[src/rtl/spi_slave_core.sv]
// SPI slave with pins oversampled in the system clock domain: all four modes,
// configurable word width/bit order, single-entry TX buffer, RX strobe and error flags.
module spi_slave_core #(
  parameter int DATA_WIDTH  = 8,
  parameter int CPOL        = 0,
  parameter int CPHA        = 0,
  parameter int MSB_FIRST   = 1,
  parameter int SYNC_STAGES = 2
) (
  input  logic                  clk_i,
  input  logic                  rst_ni,
  input  logic [DATA_WIDTH-1:0] tx_data_i,
  input  logic                  tx_load_i,
  output logic                  tx_ready_o,
  output logic                  tx_underrun_o,
  output logic [DATA_WIDTH-1:0] rx_data_o,
  output logic                  rx_valid_o,
  output logic                  rx_overrun_o,
  input  logic                  rx_ack_i,
  output logic                  busy_o,
  input  logic                  spi_clk_i,
  input  logic                  mosi_i,
  input  logic                  cs_i,
  output logic                  miso_o,
  output logic                  miso_oe_o
);
  localparam int   CW     = $clog2(DATA_WIDTH);
  localparam logic CPOL_B = (CPOL != 0);
  localparam logic CPHA_B = (CPHA != 0);
  localparam logic MSB_B  = (MSB_FIRST != 0);

  typedef enum logic {IDLE, ACTIVE} state_e;
  state_e state_q, state_d;

  logic [SYNC_STAGES-1:0] sclk_sync_q, cs_sync_q, mosi_sync_q;
  logic                   sclk_prev_q, cs_prev_q;

  logic [CW-1:0]         cnt_q, cnt_d;
  logic [DATA_WIDTH-1:0] rx_sr_q, rx_sr_d, rx_data_q, rx_data_d;
  logic [DATA_WIDTH-1:0] tx_sr_q, tx_sr_d, buf_q, buf_d;
  logic                  rx_valid_q, rx_valid_d, rx_pend_q, rx_pend_d, rx_ovr_q, rx_ovr_d;
  logic                  buf_full_q, buf_full_d, underrun_q, underrun_d, miso_q, miso_d;

  // Sync chains reset to the idle pin levels so reset release makes no false edge.
  always_ff @(posedge clk_i or negedge rst_ni) begin
    if (!rst_ni) begin
      sclk_sync_q <= {SYNC_STAGES{CPOL_B}};
      cs_sync_q   <= {SYNC_STAGES{1'b1}};
      mosi_sync_q <= '0;
      sclk_prev_q <= CPOL_B;
      cs_prev_q   <= 1'b1;
    end else begin
      sclk_sync_q <= {sclk_sync_q[SYNC_STAGES-2:0], spi_clk_i};
      cs_sync_q   <= {cs_sync_q[SYNC_STAGES-2:0], cs_i};
      mosi_sync_q <= {mosi_sync_q[SYNC_STAGES-2:0], mosi_i};
      sclk_prev_q <= sclk_sync_q[SYNC_STAGES-1];
      cs_prev_q   <= cs_sync_q[SYNC_STAGES-1];
    end
  end

  logic sclk_s, cs_s, mosi_s;
  logic sclk_chg, lead_e, trail_e, cs_fall, cs_rise;
  logic edges_ok, sample_e, shift_e, word_start, last_bit;
  logic [DATA_WIDTH-1:0] rx_shift, tx_src;

  assign sclk_s   = sclk_sync_q[SYNC_STAGES-1];
  assign cs_s     = cs_sync_q[SYNC_STAGES-1];
  assign mosi_s   = mosi_sync_q[SYNC_STAGES-1];
  assign sclk_chg = sclk_s ^ sclk_prev_q;
  assign lead_e   = sclk_chg & (sclk_s != CPOL_B);
  assign trail_e  = sclk_chg & (sclk_s == CPOL_B);
  assign cs_fall  = ~cs_s & cs_prev_q;
  assign cs_rise  = cs_s & ~cs_prev_q;

  // A deselect in the same cycle as a clock edge wins; the edge is dropped.
  assign edges_ok = (state_q == ACTIVE) & ~cs_rise;
  assign sample_e = edges_ok & (CPHA_B ? trail_e : lead_e);
  assign shift_e  = edges_ok & (CPHA_B ? lead_e : trail_e);
  assign last_bit = (cnt_q == CW'(DATA_WIDTH-1));
  // With CPHA=0 a shift edge seen at count 0 can only follow a completed word.
  assign word_start = CPHA_B ? (shift_e & (cnt_q == '0))
                             : ((state_q == IDLE) & cs_fall) | (shift_e & (cnt_q == '0));

  assign rx_shift = MSB_B ? {rx_sr_q[DATA_WIDTH-2:0], mosi_s}
                          : {mosi_s, rx_sr_q[DATA_WIDTH-1:1]};
  assign tx_src   = buf_full_q ? buf_q : '0;

  always_comb begin
    state_d = state_q;
    case (state_q)
      IDLE:    if (cs_fall) state_d = ACTIVE;
      ACTIVE:  if (cs_rise) state_d = IDLE;
      default: state_d = IDLE;
    endcase
  end

  always_comb begin
    cnt_d      = cnt_q;
    rx_sr_d    = rx_sr_q;
    rx_data_d  = rx_data_q;
    rx_valid_d = 1'b0;
    rx_pend_d  = rx_pend_q;
    rx_ovr_d   = rx_ovr_q;
    tx_sr_d    = tx_sr_q;
    miso_d     = miso_q;
    buf_d      = buf_q;
    buf_full_d = buf_full_q;
    underrun_d = 1'b0;

    if (rx_ack_i) begin
      rx_pend_d = 1'b0;
      rx_ovr_d  = 1'b0;
    end
    if (sample_e) begin
      rx_sr_d = rx_shift;
      if (last_bit) begin
        cnt_d      = '0;
        rx_data_d  = rx_shift;
        rx_valid_d = 1'b1;
        rx_pend_d  = 1'b1;
        if (rx_pend_q && !rx_ack_i) rx_ovr_d = 1'b1;
      end else begin
        cnt_d = cnt_q + 1'b1;
      end
    end

    if (word_start) begin
      tx_sr_d    = tx_src;
      miso_d     = MSB_B ? tx_src[DATA_WIDTH-1] : tx_src[0];
      underrun_d = ~buf_full_q;
      buf_full_d = 1'b0;
    end else if (shift_e) begin
      tx_sr_d = MSB_B ? (tx_sr_q << 1) : (tx_sr_q >> 1);
      miso_d  = MSB_B ? tx_sr_q[DATA_WIDTH-2] : tx_sr_q[1];
    end
    // Evaluated after the transfer so a load coinciding with an empty-buffer start is kept.
    if (tx_load_i && !buf_full_q) begin
      buf_d      = tx_data_i;
      buf_full_d = 1'b1;
    end

    if ((state_q == IDLE) && cs_fall) begin
      cnt_d   = '0;
      rx_sr_d = '0;
    end
    if ((state_q == ACTIVE) && cs_rise) begin
      cnt_d   = '0;
      rx_sr_d = '0;
      miso_d  = 1'b0;
    end
  end

  always_ff @(posedge clk_i or negedge rst_ni) begin
    if (!rst_ni) begin
      state_q    <= IDLE;
      cnt_q      <= '0;
      rx_sr_q    <= '0;
      rx_data_q  <= '0;
      rx_valid_q <= 1'b0;
      rx_pend_q  <= 1'b0;
      rx_ovr_q   <= 1'b0;
      tx_sr_q    <= '0;
      miso_q     <= 1'b0;
      buf_q      <= '0;
      buf_full_q <= 1'b0;
      underrun_q <= 1'b0;
    end else begin
      state_q    <= state_d;
      cnt_q      <= cnt_d;
      rx_sr_q    <= rx_sr_d;
      rx_data_q  <= rx_data_d;
      rx_valid_q <= rx_valid_d;
      rx_pend_q  <= rx_pend_d;
      rx_ovr_q   <= rx_ovr_d;
      tx_sr_q    <= tx_sr_d;
      miso_q     <= miso_d;
      buf_q      <= buf_d;
      buf_full_q <= buf_full_d;
      underrun_q <= underrun_d;
    end
  end

  assign tx_ready_o    = ~buf_full_q;
  assign tx_underrun_o = underrun_q;
  assign rx_data_o     = rx_data_q;
  assign rx_valid_o    = rx_valid_q;
  assign rx_overrun_o  = rx_ovr_q;
  assign busy_o        = (state_q == ACTIVE);
  assign miso_oe_o     = busy_o;
  assign miso_o        = miso_q & busy_o;
endmodule
[config.mk]
export PLATFORM = sky130hd
export DESIGN_NAME = spi_slave_core
export DESIGN_NICKNAME = d
export VERILOG_FILES = /design/src/rtl/spi_slave_core.sv
export SDC_FILE = /design/constraint.sdc
export NUM_CORES = 1
export LEC_CHECK = 0
export ABC_AREA = 1
export BUFFER_PORTS_ARGS = -buffer_cell sky130_fd_sc_hd__clkbuf_2
export CORE_ASPECT_RATIO = 1.75
export CORE_MARGIN = 4
export CORE_UTILIZATION = 30
export DETAILED_ROUTE_END_ITERATION = 16
export SLEW_MARGIN = 10
export SYNTH_ARGS = -nofsm -noshare
export SYNTH_HDL_FRONTEND = slang
export SYNTH_SLANG_ARGS = --single-unit
[constraint.sdc]
create_clock -name clk_i -period 1.3 [get_ports clk_i]
set_input_delay 0.195 -clock clk_i [delete_from_list [all_inputs] [get_ports clk_i]]
set_output_delay 0.195 -clock clk_i [all_outputs]
set_load 0.005 [all_outputs]
-- Word-level counts from Yosys, hierarchy flattened
Cells that the tools add are included.
- output and inout bits: 15
- input bits: 15
- flip-flop bits (word level): 48
- word-level logic and storage cells: 77
- add/subtract/negate cells: 1
- multiplexer cells: 28
- reductions and logical operators: 12
- bitwise operators: 18
- eq/ne operators: 1
- operators with widths (cell ; number):
    2-to-1 mux 7 bit ; 5
    2-to-1 mux 1 bit ; 17
    2-to-1 mux 3 bit ; 4
    AND 1 bit ; 10
    2-to-1 mux 8 bit ; 1
    inverter 1 bit ; 6
    nonzero test 3 bit ; 2
    logical AND 1 bit ; 4
    nonzero test 2 bit ; 2
    adder 3 x 1 -> 3 bit (second input constant) ; 1
    == test 3 bit (second input constant) ; 1
    logical NOT 3 bit ; 1
    logical NOT 1 bit ; 2
    case mux 1 bit (2 select lines) ; 1
    AND reduction 2 bit ; 1
    bitwise OR 1 bit ; 1
    XOR 1 bit ; 1

-- Logic depth before layout (Yosys ltp)
Gate-level depths: netlist of run 1.
- word-level depth: 9
- mapped depth: 8
- depth with buffers taken out: 8

-- Worst setup path after synthesis of run 1
OpenSTA, ideal clock, no wires.
- path kind: reg-to-reg
- from: register cnt_q[0]
- to: register rx_data_q[1], in the netlist rx_data_o[1]
- stages on the path, launching flop included: 7
- required time: 1.235 ns
- path buffers: 1
- slack: -0.026 ns
- setup time: 0.065 ns
- period minus slack after synthesis: 1.326 ns
- arrival: 1.261 ns
- cells stage by stage: dfrtp_1 > ha_1 > ha_1 > inv_1 > clkbuf_1 > o21ai_0 > nand2_1
- longest elaborated chain between the ends: 2
- ends and longest elaborated chain (what ; RTL line ; source):
    start: declaration ; 38 ; logic [CW-1:0] cnt_q, cnt_d;
    start signal: assignment ; 169 ; cnt_q <= cnt_d;
    == test 3 bit ; 79 ; assign last_bit = (cnt_q == CW'(DATA_WIDTH-1));
    AND reduction 2 bit (no line) ; - ;
    end signal: assignment ; 171 ; rx_data_q <= rx_data_d;
    end: declaration ; 39 ; logic [DATA_WIDTH-1:0] rx_sr_q, rx_sr_d, rx_data_q, rx_data_d;
No other way between the ends.
A chain may end at the register's enable or synchronous reset.

-- Worst setup path in the final report of run 1
Same ends and word-level chain as after synthesis.

==> summary.txt, run 1 <==
Run status
  – Outcome: complete, but fails checks
  – Failing checks: setup timing

Timing
  – Rel. slew slack: 75.0%
  – Tmin final: 1.35 ns
  – Worst Clk Skew: 0.00527 ns
  – Final worst path period share: 104%
  – RSZ-0062 raised after global routing: true
  – Min setup slack post-route: -0.0525 ns
  – Final Hold Violating Endpoints: 0
  – Max-slew violations: 0
  – Worst-Margin Slew: 0.374 ns
  – Final Setup Violations: 11
  – Fmax: 739 MHz

Clock network
  – Clock sink count: 48
  – Worst skew pair latency: 0.29 ns
  – Clock Root Buffer: clkbuf_16
  – CTS tree: done
  – Max Buffers Root-to-Sink: 2
  – H-tree level count: 2
  – Reg clk slew, reported paths: 0.06 ns
  – Inserted Clock Buffers: 5

Routing
  – Via/cell ratio: 4.47
  – Drt wl/cell: 12.6 um
  – Initial DRC Count: 67
  – First drt pass iteration count: 4
  – Antenna viol nets, final: 0
  – Routed via count: 1599
  – WL final: 4520 um
  – Post-route DRC: 0

Worst setup path
  – Nature of the critical path endpoint: flip-flop
  – CP arrival: 1.58 ns
  – Slowest CP cell: dfrtp_1
  – CP peak stage delay: 0.36 ns
  – Top delay family on crit path: simple AND/OR/NAND/NOR gates
  – CP cell instances: ha_2 > ha_2 > inv_2 > buf_12 > nor2_4 > nand2_1 > nand2_1
  – Critical path required time: 1.52 ns
  – Worst reg-to-reg setup slack: -0.05 ns
  – Max FO, Critical Path: 9
  – Setup Crit Path Kind: flip-flop to flip-flop
  – Critical Path Start Type: flip-flop
  – Worst Path Buf+Inv: 2

Die
  – CORE AREA: 6860 um2
  – Starting Density: 30.7%
  – Die W: 71.3 um
  – Die area: 8480 um2
  – Num ports: 30
  – Row count: 40
  – Die H: 119 um

Synth
  – Area leader, netlist: dfrtp_1
  – Yosys reg bits: 48
  – Syn Std Cell Area: 2110 um2
  – Synth cell types: 23
  – Sequential-to-total area share from yosys stat: 57.2%
  – Gate Count Post-Synth: 216
  – Total number of yosys warnings: 0
  – Post-Syn Area per Cell: 9.75 um2
  – Syn nets: 234
  – Synth top area cells: dfrtp_1 (53%), nand2_1 (10%), nand3_1 (7.1%), inv_1 (4.5%), mux2_2 (4.3%)
  – Share of the synthesized area in the top cell type: 53.5%

Final layout
  – # fillers: 651
  – Final #Nets: 291
  – Leading cell types in the layout, fill and taps excluded: nand2_1 (55), dfrtp_1 (44), clkbuf_2 (29), inv_1 (24), nand3_1 (24)
  – Layout cells sized above 1: 38.7%
  – Ant. Diodes: 0
  – Commonest non-fill, non-tap cell in the layout: nand2_1
  – Area Growth Syn to Fin: 33.8%

Place
  – Pre-CTS setup slack: -0.0534 ns
  – Detail Placement HPWL: 3280 um
  – GPL Wtd Cong: 0.756
  – PortBufs: 29

Pwr
  – Leakage: 0.00146 uW
  – Maximum vdd drop: 0.000651 V
  – Pwr Total: 4480 uW
  – Power density over the cells: 1590 nW/um2

Global routing
  – First-pass GRT wire length: 7320 um
  – Vias in the first global route: 1595
  – Largest net degree at the start of global routing: 31
  – Total track usage: 11.1%
  – Initial antenna violation count: 0
  – Total grt overflow: 0

Run
  – Max_cap viols: 0

Hold path
  – HP Class: input pin to flip-flop
-- sequential cells by signal, summed over array words and instances, names as in the netlist, 2 cells and up --
name and count:
cnt_q 3, rx_sr_q 7, rx_data_o 8, sclk_sync_q 2, buf_q 8, mosi_sync_q 2
tx_sr_q 7, cs_sync_q 2
-- routing by layer --
| layer | up-vias | GRT usage, % | part of all wire [%] |
|---|---|---|---|
| met2 | 23 | 19.6 | 57 |
| met5 | - | 0 | 0 |
| met4 | 0 | 4.59 | 2.4 |
| met3 | 8 | 3.04 | 3.2 |
| met1 | 771 | 12.1 | 38 |
| li1 | 797 | - | - |
-- where the power goes --
group          total, uW  switching (uW)  internal, uW
registers           1960             153          1810
clock network       1310             543           766
logic               1210             634           572
total               4480            1330          3150
-- synth_stat cells, drive strengths merged --
cell and n:
nand2 62, dfrtp 45, nand3 32, inv 28, o21ai 17, mux2 8
buf 6, nand3b 5, dfstp 3, ha 3, nor2 3, clkbuf 2
a21oi 1, nand4 1
-- stage by stage --
stage / hold slack (ns) / setup TNS [ns] / cells / cell area (um2) / utilization (%)
after CTS: 0.000389 / -0.221 / 352 / 2680 / 39.0
after global placement: 0.0428 / -0.119 / 338 / 2440 / 35.5
after detailed placement: 0.0355 / -0.413 / 338 / 2440 / 35.5
after floorplan: -0.101 / 0 / 216 / 2110 / -
after global routing: 0.00775 / -1.55 / 358 / 2820 / 41.1
final: 0.00890 / -0.227 / 358 / 2820 / 41.1
-- worst reg2reg max path: cells and delay by family, from the launching register on --
| family | cells | cell delay [ns] |
|---|---|---|
| AND/OR/NAND/NOR | 3 | 0.40 |
| flip-flops | 1 | 0.36 |
| adder cells (fa/ha/maj) | 2 | 0.35 |
| buffers and inverters | 2 | 0.17 |
-- path summary, 6_finish.rpt --
check,startpoint,to,cells past startpoint
setup / recovery,cnt_q[0]$_DFFE_PN0P_,rx_data_o[1]$_DFFE_PN0P_,7
hold / removal,spi_clk_i,sclk_sync_q[0]$_DFF_PN0_,1
max in group asynchronous,rst_ni,cs_sync_q[0]$_DFF_PN1_,3
hold reg to reg,cs_sync_q[0]$_DFF_PN1_,cs_sync_q[1]$_DFF_PN1_,0
min in group asynchronous,rst_ni,miso_q$_DFFE_PN0P_,2
setup reg to reg,cnt_q[0]$_DFFE_PN0P_,rx_data_o[1]$_DFFE_PN0P_,7
-- logic make-up (layout without fill, tap and decap cells) --
logic type               after synthesis  in the layout  synth area share, %
adder cells (fa/ha/maj)                3              3                 1.78
flip-flops                            48             48                 57.2
AO/OA/AOI/OAI                         18             18                 4.46
buffers and inverters                 36             94                 8.38
AND/OR/NAND/NOR                      103            103                 23.9
multiplexers                           8              8                 4.28
-- what timing repair did --
item / 4_1_cts / 5_1_grt
resized for setup: 21 / 21
setup endpoints to repair: 23 / 30
gates cloned: 0 / 0
buffers inserted: 4 / 5
pin swaps: 2 / 9
endpoints found under the hold margin: 47 / 1
hold buffers: 2 / 1
-- area by class of cell --
cell class | count | area [um2] | share of cell area (%)
Sequential cell | 48 | 1210 | 42.8
Multi-Input combinational cell | 132 | 812 | 28.8
Timing Repair Buffer | 58 | 434 | 15.4
Clock buffer | 7 | 143 | 5.06
Inverter | 28 | 110 | 3.91
Tap cell | 84 | 105 | 3.73
Clock inverter | 1 | 7.51 | 0.266
Power figures use the tool's default switching activity.
==> run 2: changes to the inputs <==
Settings changed: CORE_UTILIZATION 30 to 50, PLACE_DENSITY set to 0.74.
==> run 2 against run 1 <==
Effect of this change:
- the run still ends with setup timing left
- register-to-register slack got worse by 0.02 ns
- sequential power about the same
- hold slack improved by 0.11 ns
- sequential share of layout area increased by 0.37 points
- non-clock buffer count decreased by 4
- clock power decreased by 28%
- global-route usage increased by 7.8 points
- critical path depth decreased by 2
- maximum frequency decreased by 1.5%
- combinational power increased by 12%
- routed wire length increased by 11%
- utilization increased by 27 points
- critical endpoint is now cnt_q[1]$_DFFE_PN0P_
==> summary.txt, run 2 (synthesized netlist as in run 1, its figures left out) <==
Place
  – Detail Placement HPWL: 2890 um (-12%)
  – PortBufs: 29 (unchanged)
  – Area post-placement: 2370 um2 (-2.7%)
  – GPL Wtd Cong: 0.765 (+1.1%)

Global routing
  – First-pass GRT wire length: 7670 um (+4.8%)
  – Vias in the first global route: 1709 (+7.1%)
  – Largest net degree at the start of global routing: 34 (+9.7%)
  – Total grt overflow: 0 (unchanged)
  – Total track usage: 18.9% (+7.8 points)
  – Initial antenna violation count: 0 (unchanged)

Worst setup path
  – Setup Crit Path Kind: flip-flop to flip-flop
  – Critical path required time: 1.48 ns (-0.04 ns)
  – Nature of the critical path endpoint: flip-flop
  – CP arrival: 1.55 ns (-0.03 ns)
  – FF-to-FF path depth: 5 (-2)
  – Critical Path Start Type: flip-flop
  – Reg2reg end: cnt_q[1]$_DFFE_PN0P_
  – R2r startpoint: cs_prev_q$_DFF_PN1_
  – Max FO, Critical Path: 5 (-4)
  – Worst reg-to-reg setup slack: -0.07 ns (-0.02 ns)

Clock network
  – Max Buffers Root-to-Sink: 2 (unchanged)
  – Clock sink count: 48 (unchanged)
  – Clock Root Buffer: clkbuf_8
  – H-tree level count: 2 (unchanged)
  – Inserted Clock Buffers: 5 (unchanged)
  – Worst skew pair latency: 0.30 ns (about the same)
  – CTS tree: done
  – Reg clk slew, reported paths: 0.09 ns (+0.03 ns)

Routing
  – Antenna viol nets, final: 0 (unchanged)
  – Via/cell ratio: 5.25 (+18%)
  – Drt wl/cell: 15.6 um (+23%)
  – Initial DRC Count: 55 (-18%)
  – First drt pass iteration count: 4 (unchanged)
  – Post-route DRC: 0 (unchanged)
  – WL final: 5010 um (+11%)
  – Routed via count: 1691 (+5.8%)

Pwr
  – Switch share: 33.1% (+3.4 points)
  – Pwr Total: 4280 uW (-4.3%)
  – Comb power frac: 31.8% (+4.9 points)
  – Internal: 2870 uW (-8.9%)
  – Power density over the cells: 1530 nW/um2 (-3.6%)
  – P_sw: 1420 uW (+6.5%)
  – Maximum vdd drop: 0.00105 V (+62%)
  – Clock power frac: 22.1% (-7.1 points)
  – Leakage: 0.00143 uW (-1.9%)
  – Power share of the sequential group: 46.2% (+2.4 points)

Timing
  – Worst Clk Skew: 0.00627 ns (+0.000996 ns)
  – Tmin final: 1.37 ns (+0.0207 ns)
  – RSZ-0062 raised after global routing: true
  – Max-slew violations: 0 (unchanged)
  – Worst-Margin Slew: 0.448 ns (+0.0741 ns)
  – Min setup slack post-route: -0.0732 ns (-0.0207 ns)
  – Final Hold Violating Endpoints: 0 (unchanged)
  – Fmax: 728 MHz (-1.5%)
  – Final worst path period share: 106% (+1.6 points)
  – Final Setup Violations: 18 (+7)
  – Rel. slew slack: 70.1% (-4.9 points)

Run
  – Max_cap viols: 0 (unchanged)

Final layout
  – Area Growth Syn to Fin: 32.8%
  – Layout cells sized above 1: 41.4% (+2.7 points)
  – Final #Nets: 290 (-0.34%)
  – Commonest non-fill, non-tap cell in the layout: nand2_1
  – Ant. Diodes: 0 (unchanged)
  – Finished Cell Area: 2800 um2 (-0.75%)
  – Leading cell types in the layout, fill and taps excluded: nand2_1 (48), dfrtp_1 (43), clkbuf_2 (29), nand3_1 (21), inv_1 (20)
  – # fillers: 342 (-47%)

Hold path
  – HP Start: tx_data_i[6]
  – Hold Path Sink: buf_q[6]$_DFFE_PN0P_
  – WHS Path Cells: 2 (+1)
  – HP Class: input pin to flip-flop

Die
  – Starting Density: 51.2% (+21 points)
  – Row count: 31 (-23%)
  – Die H: 93.9 um (-21%)
  – Num ports: 30 (unchanged)
  – Die area: 5350 um2 (-37%)
  – Die W: 57.1 um (-20%)
  – CORE AREA: 4110 um2 (-40%)

Run status
  – Outcome: complete, but fails checks
  – Failing checks: setup timing
-- run 2: cell count changes in the layout (fill, tap and decap cells not counted), sizes merged --
| cell | change |
|---|---|
| buf | -6 |
| nand4 | +2 |
| clkinv | +1 |
| clkinvlp | +1 |
| dlygate4sd3 | +1 |
| inv | -1 |
| nor2 | +1 |
-- run 2: cell type report --
cell class,instances,area (um2),share of cell area [%]
clock buffers,6,82.6,2.95
clock inverters,2,15.0,0.537
inverters,28,118,4.21
multi-input cells,135,903,32.3
flip-flops and latches,48,1210,43.2
well taps,49,61.3,2.19
repair buffers,54,409,14.6
-- run 2: worst max-delay path by stage --
stage	cells past startpoint	start	end	slack (ns)
2_1_floorplan	7	cs_prev_q$_DFF_PN1_	buf_full_q$_DFFE_PN0P_	0.04
3_3_place_gp	6	cs_prev_q$_DFF_PN1_	rx_data_o[6]$_DFFE_PN0P_	-0.12
3_5_place_dp	6	cs_prev_q$_DFF_PN1_	rx_data_o[2]$_DFFE_PN0P_	-0.14
4_1_cts	6	cs_prev_q$_DFF_PN1_	rx_data_o[2]$_DFFE_PN0P_	-0.04
5_1_grt	6	cs_sync_q[1]$_DFF_PN1_	cnt_q[1]$_DFFE_PN0P_	-0.16
6_report	5	cs_prev_q$_DFF_PN1_	cnt_q[1]$_DFFE_PN0P_	-0.07
-- run 2: layer usage --
layer	up-vias	share of wire [%]	wire [um]	global-route usage (%)
met1	811	34	1730	20.1
met2	58	58	2900	32.0
li1	805	-	-	-
met5	-	0	0	0
met4	0	3.8	191	13.9
met3	17	3.8	191	4.13
-- run 2: worst max-delay path, cell delays in order, from the launching register on --
cell,delay [ns]
dfstp_2,0.57
inv_2,0.06
nand2_4,0.12
nand4_4,0.18
nand2_1,0.22
o21ai_1,0.11
-- run 2: repair_timing --
item,CTS,global route
cloned,3,2
endpoints found under the hold margin,15,0
hold buffers,4,0
gates resized for setup,10,47
setup buffers,1,4
pin swaps,2,13
setup endpoints to repair,25,31
-- run 2: power groups by stage --
stage	sequential, uW	clock [uW]	combinational [uW]
after floorplan	1940	0	798
after detailed placement	2000	0	1100
after global routing	2010	1040	1520
final	1980	947	1360
after CTS	1960	969	1200
after global placement	1980	0	1070
-- run 2: per-stage QoR --
stage / hold slack, ns / TNS, ns / std cells / util (%) / worst slack (ns)
final: 0.115 / -0.600 / 322 / 68.0 / -0.0732
after global routing: 0.104 / -2.26 / 322 / 68.0 / -0.161
after global placement: 0.153 / -1.57 / 300 / 57.7 / -0.118
after detailed placement: 0.156 / -2.17 / 300 / 57.7 / -0.144
after floorplan: -0.101 / 0 / 216 / - / 0.0393
after CTS: 0.109 / -0.249 / 316 / 63.3 / -0.0446
